==> src/rtl/paralelo_serial.sv <==
// Parallel-to-serial bit-clock stage: WIDTH-bit words in through ready/valid,
// MSB-first serial stream out, padded with IDLE_SYM whenever no word is offered.
module paralelo_serial #(
    parameter int               WIDTH      = 8,
    parameter logic [WIDTH-1:0] IDLE_SYM   = WIDTH'(8'hBC),
    parameter int               INIT_WORDS = 4
) (
    input  logic             clk,
    input  logic             reset,
    input  logic [WIDTH-1:0] data_in,
    input  logic             valid_in,
    output logic             ready_out,
    output logic             data_out,
    output logic             frame_start,
    output logic             is_data
);

    localparam int CW = $clog2(WIDTH);
    localparam int IW = $clog2(INIT_WORDS + 1);
    localparam logic [CW-1:0] LAST_BIT  = CW'(WIDTH - 1);
    localparam logic [IW-1:0] INIT_LAST = IW'(INIT_WORDS);

    typedef enum logic [1:0] {
        ST_START  = 2'd0,
        ST_INIT   = 2'd1,
        ST_ACTIVE = 2'd2
    } state_t;

    state_t           state_r;
    state_t           state_nxt_s;
    logic [IW-1:0]    init_cnt_r;
    logic [IW-1:0]    init_cnt_nxt_s;
    logic [CW-1:0]    bit_cnt_r;
    logic [WIDTH-1:0] shift_r;
    logic [WIDTH-1:0] word_s;
    logic             load_s;
    logic             ready_s;
    logic             take_s;
    logic             data_out_r;
    logic             frame_start_r;
    logic             is_data_r;

    // Slot timing: a word is loaded on the first START edge and whenever the last bit is on the line.
    always_comb begin
        load_s  = 1'b0;
        ready_s = 1'b0;
        if (state_r == ST_START) begin
            load_s = 1'b1;
        end else if (bit_cnt_r == LAST_BIT) begin
            load_s = 1'b1;
        end else begin
            load_s = 1'b0;
        end
        ready_s = (state_r == ST_ACTIVE) && (bit_cnt_r == LAST_BIT);
        take_s  = ready_s && valid_in;
        word_s  = take_s ? data_in : IDLE_SYM;
    end

    // Next-state: count idle words through init, then stay ACTIVE until reset.
    always_comb begin
        state_nxt_s    = state_r;
        init_cnt_nxt_s = init_cnt_r;
        case (state_r)
            ST_START: begin
                init_cnt_nxt_s = IW'(1);
                if (INIT_WORDS == 1) begin
                    state_nxt_s = ST_ACTIVE;
                end else begin
                    state_nxt_s = ST_INIT;
                end
            end
            ST_INIT: begin
                if (load_s) begin
                    init_cnt_nxt_s = init_cnt_r + IW'(1);
                    if ((init_cnt_r + IW'(1)) == INIT_LAST) begin
                        state_nxt_s = ST_ACTIVE;
                    end else begin
                        state_nxt_s = ST_INIT;
                    end
                end else begin
                    state_nxt_s = ST_INIT;
                end
            end
            ST_ACTIVE: begin
                state_nxt_s = ST_ACTIVE;
            end
            default: begin
                state_nxt_s    = ST_START;
                init_cnt_nxt_s = {IW{1'b0}};
            end
        endcase
    end

    // State and init counter registers.
    always_ff @(posedge clk or negedge reset) begin
        if (!reset) begin
            state_r    <= ST_START;
            init_cnt_r <= {IW{1'b0}};
        end else begin
            state_r    <= state_nxt_s;
            init_cnt_r <= init_cnt_nxt_s;
        end
    end

    // Serialiser: the shift register holds the not-yet-sent bits left-aligned.
    always_ff @(posedge clk or negedge reset) begin
        if (!reset) begin
            bit_cnt_r     <= {CW{1'b0}};
            shift_r       <= {WIDTH{1'b0}};
            data_out_r    <= 1'b0;
            frame_start_r <= 1'b0;
            is_data_r     <= 1'b0;
        end else if (load_s) begin
            bit_cnt_r     <= {CW{1'b0}};
            shift_r       <= {word_s[WIDTH-2:0], 1'b0};
            data_out_r    <= word_s[WIDTH-1];
            frame_start_r <= 1'b1;
            is_data_r     <= take_s;
        end else begin
            bit_cnt_r     <= bit_cnt_r + CW'(1);
            shift_r       <= {shift_r[WIDTH-2:0], 1'b0};
            data_out_r    <= shift_r[WIDTH-1];
            frame_start_r <= 1'b0;
            is_data_r     <= is_data_r;
        end
    end

    assign ready_out   = ready_s;
    assign data_out    = data_out_r;
    assign frame_start = frame_start_r;
    assign is_data     = is_data_r;

endmodule

==> config.mk <==
export PLATFORM = sky130hd
export DESIGN_NAME = paralelo_serial
export DESIGN_NICKNAME = d
export VERILOG_FILES = /design/src/rtl/paralelo_serial.sv
export SDC_FILE = /design/constraint.sdc
export NUM_CORES = 1
export LEC_CHECK = 0
export BUFFER_PORTS_ARGS = -buffer_cell sky130_fd_sc_hd__buf_2
export CAP_MARGIN = 20
export CORE_ASPECT_RATIO = 1.25
export CORE_MARGIN = 10
export CORE_UTILIZATION = 40
export CTS_BUF_LIST = sky130_fd_sc_hd__clkbuf_4 sky130_fd_sc_hd__clkbuf_8
export CTS_CLUSTER_SIZE = 28
export DETAILED_ROUTE_END_ITERATION = 8
export HOLD_SLACK_MARGIN = 0.08
export SETUP_SLACK_MARGIN = 0.1
export SYNTH_ARGS = -nofsm -noshare
export SYNTH_HDL_FRONTEND = slang
export SYNTH_SLANG_ARGS = --single-unit
==> constraint.sdc <==
create_clock -name clk -period 3 [get_ports clk]
set_input_delay 0.15 -clock clk [delete_from_list [all_inputs] [get_ports clk]]
set_output_delay 0.15 -clock clk [all_outputs]
set_load 0.03 [all_outputs]
==> flow_metrics.py <==
metrics = {
    "floorplanning": {
        "die_area_sq_um": 4252,
        "io-pin-count": 15,
        "initial_core_util": 0.4157,
        "die_width_um": 60.36,
        "core.rowCount": 18,
        "die_h_um": 70.45,
        "floorplan.core_area_sq_um": 1959,
    },
    "run": {
        "maxCapViolations": 0,
    },
    "placement": {
        "dp_hpwl_mm": 1.122,
        "dpl_worst_slack_ps": 1156,
        "gp_routability_congestion": 0.8016,
        "numPortBuffers": 14,
        "place_inst": 106,
    },
    "yosys": {
        "synthTopCellsByArea": "sky130_fd_sc_hd__dfrtp_1, sky130_fd_sc_hd__ha_1, sky130_fd_sc_hd__o22ai_1",
        "synth_cell_types": 27,
        "syn_nets": 92,
        "synth_largest_type_area_fraction": 0.5530,
        "post_synth_most_frequent_cells": "sky130_fd_sc_hd__dfrtp_1, sky130_fd_sc_hd__o21ai_0, sky130_fd_sc_hd__nand3_1, sky130_fd_sc_hd__o22ai_1, sky130_fd_sc_hd__nor2_1",
        "seq_area_frac_synth": 0.5530,
        "ys_async_rst_share": 1.000,
        "synth.yosys.warnings": 0,
        "synth_enable_flop_cells": 0,
        "synth_area_leader_cell": "sky130_fd_sc_hd__dfrtp_1",
        "mappedNetlistArea_sq_um": 814.5,
        "yosysMostFrequentCell": "sky130_fd_sc_hd__dfrtp_1",
        "dominantRegCellSynth": "sky130_fd_sc_hd__dfrtp_1",
        "post_synthesis_area_per_instance_sq_um": 10.58,
        "synthCells": 77,
        "yosys_register_bits": 18,
    },
    "cells_and_area": {
        "post_layout_nonfiller_instances": 111,
        "n_fill_cell": 187,
        "antenna_diode_count": 0,
        "layout-drive-gt1-share": 0.2198,
        "syn2layout_area_growth_pct": 13.82,
        "register_area_sq_um": 450.4,
        "nNetsFinal": 108,
        "multi_input_comb_area_sq_um": 327.8,
    },
    "critical_path": {
        "worst_ep_required_time_ps": 2850,
        "worst-r2r-setup-slack_ps": 1150,
        "crit_path_end_kind": "output pin",
        "r2r_depth": 5,
        "crit_path_start": "bit_cnt_r[0]",
        "setup.worst_path.end": "ready_out",
        "critPathLaunchType": "register",
        "cp_data_arrival_time_ps": 1830,
        "worst_r2r_endpoint": "is_data",
        "crit-reg2reg-launch": "bit_cnt_r[0]",
        "path_class": "reg2out",
        "critical_path.max_fanout": 23,
    },
    "global_routing": {
        "globalRoute.totalOverflow": 0,
        "first_global_vias": 595,
        "grt_pass1_wl_mm": 2.580,
        "grt_max_degree": 24,
        "antenna_violations_before_repair": 0,
        "grt_use_total": 0.07698,
    },
    "cts": {
        "clock_sink_count": 18,
        "cts-root-buf": "sky130_fd_sc_hd__clkbuf_4",
        "tritoncts_clock_tree": "done",
        "clock_latency_ps": 290,
        "cts_buffer_depth": 2,
        "cts_htree_levels": 1,
        "clock_transition_at_the_registers_of_the_reported_paths_ps": 100,
        "numCtsBuffers": 3,
    },
    "timing": {
        "achievable-frequency_mhz": 504.5,
        "sum_of_negative_setup_slack_ps": 0,
        "timing.clock.skew_ps": 9.948,
        "finalSetupViolations": 0,
        "setup_slack_ps": 1018,
        "timing_hold_violations_final": 0,
        "max_slew_margin": 0.5112,
        "period_share": 0.6607,
        "max_slew.worst_pin.slew_ps": 733.3,
        "setup_repair_after_global_routing_missed_its_margin": "no",
        "period_minus_slack_ps": 1982,
        "slew_violations": 0,
    },
    "power_and_ir_drop": {
        "total_power_mw": 0.3938,
        "power.density_nw_per_um2": 424.7,
        "power.leakage_nw": 0.4427,
        "power.ir.vdd_worst_v": 0.0002200,
    },
    "run_status": {
        "status": "complete, no violations",
    },
    "routing": {
        "drt_iter0_markers": 7,
        "drcViolationCount": 0,
        "avgRoutedWirePerCell_um": 14.37,
        "routed-via-count": 598,
        "vias_per_cell": 5.387,
        "drt_wl_total_mm": 1.595,
        "length_of_the_first_detailed_routing_pass_in_iterations": 4,
        "ant_nets": 0,
    },
    "worst_hold_path": {
        "timing.hold.worst.class": "in2reg",
    },
}
-- worst max-delay path: stages, from the launching register on --
cell	delay, ps
sky130_fd_sc_hd__dfrtp_1	360
sky130_fd_sc_hd__ha_1	150
sky130_fd_sc_hd__ha_1	620
sky130_fd_sc_hd__and2_1	220
sky130_fd_sc_hd__buf_2	190
-- through the flow --
step | instance area (sq um) | utilization | hold WS [ps]
after floorplan | 814.5 | - | -145.6
after global placement | 884.6 | 0.4515 | 104.0
after detailed placement | 884.6 | 0.4515 | 101.9
after CTS | 927.1 | 0.4732 | 82.71
after global routing | 927.1 | 0.4732 | 85.18
final | 927.1 | 0.4732 | 87.46
-- power breakdown --
group	switching, mW	internal, mW	total (mW)	leakage, nW
clock	0.0709	0.0466	0.118	0.0138
sequential	0.00255	0.248	0.251	0.213
combinational	0.0135	0.0117	0.0253	0.216
-- state kept, by name (all words and copies together) (netlist names) --
signal       flops
bit_cnt_r        3
data_out         1
frame_start      1
init_cnt_r       3
is_data          1
shift_r          7
state_r          2
-- how the worst min path moves through the flow --
stage	start	end	slack, ps	depth (start not counted)
after floorplan	reset	bit_cnt_r[0]	-150	0
after global placement	reset	shift_r[6]	100	1
after detailed placement	reset	is_data	100	1
after CTS	data_in[4]	shift_r[5]	80	3
after global routing	data_in[3]	shift_r[4]	90	3
final	data_in[4]	shift_r[5]	90	3
-- area by class of cell --
type	instances	share of cell area
flip-flops and latches	18	0.4858
multi-input cells	51	0.3536
repair buffers	16	0.09717
well taps	20	0.02699
clock buffers	3	0.02429
inverters	3	0.01215
-- placed cells by master (no fill, tap or decap), types with 3 or more instances in the layout --
master | Yosys | layout
sky130_fd_sc_hd__clkbuf_4 | 0 | 3
sky130_fd_sc_hd__ha_1 | 4 | 4
sky130_fd_sc_hd__nand3_1 | 6 | 6
sky130_fd_sc_hd__nor2b_1 | 4 | 4
sky130_fd_sc_hd__o22ai_1 | 6 | 6
sky130_fd_sc_hd__nor2_1 | 5 | 5
sky130_fd_sc_hd__buf_2 | 2 | 14
sky130_fd_sc_hd__dfrtp_1 | 18 | 18
sky130_fd_sc_hd__inv_1 | 3 | 3
sky130_fd_sc_hd__o21ai_0 | 7 | 7
-- logic make-up (layout without fill, tap and decap cells) --
| family | after synthesis | in the layout | synth area share |
|---|---|---|---|
| buffers and inverters | 8 | 22 | 0.04455 |
| AOI/OAI and AO/OA | 21 | 21 | 0.1582 |
| adders and majority gates | 4 | 4 | 0.06145 |
| muxes | 1 | 1 | 0.01229 |
| and+or+nand+nor | 24 | 24 | 0.1598 |
| xor gates and xnor gates | 1 | 1 | 0.01075 |
| DFF | 18 | 18 | 0.5530 |
-- layer usage --
metal,up-vias,global-route usage,part of all wire
met5,-,0,0
met4,0,0.04500,0.0088
met3,2,0.03436,0.082
met2,18,0.1078,0.45
met1,278,0.09263,0.46
li1,300,-,-
-- what timing repair did --
item                                   CTS  global route
resized for setup                        0             0
setup buffers                            0             0
hold buffers                             2             0
endpoints found under the hold margin   19             0
Note: power is estimated with default switching activity, not from simulation.
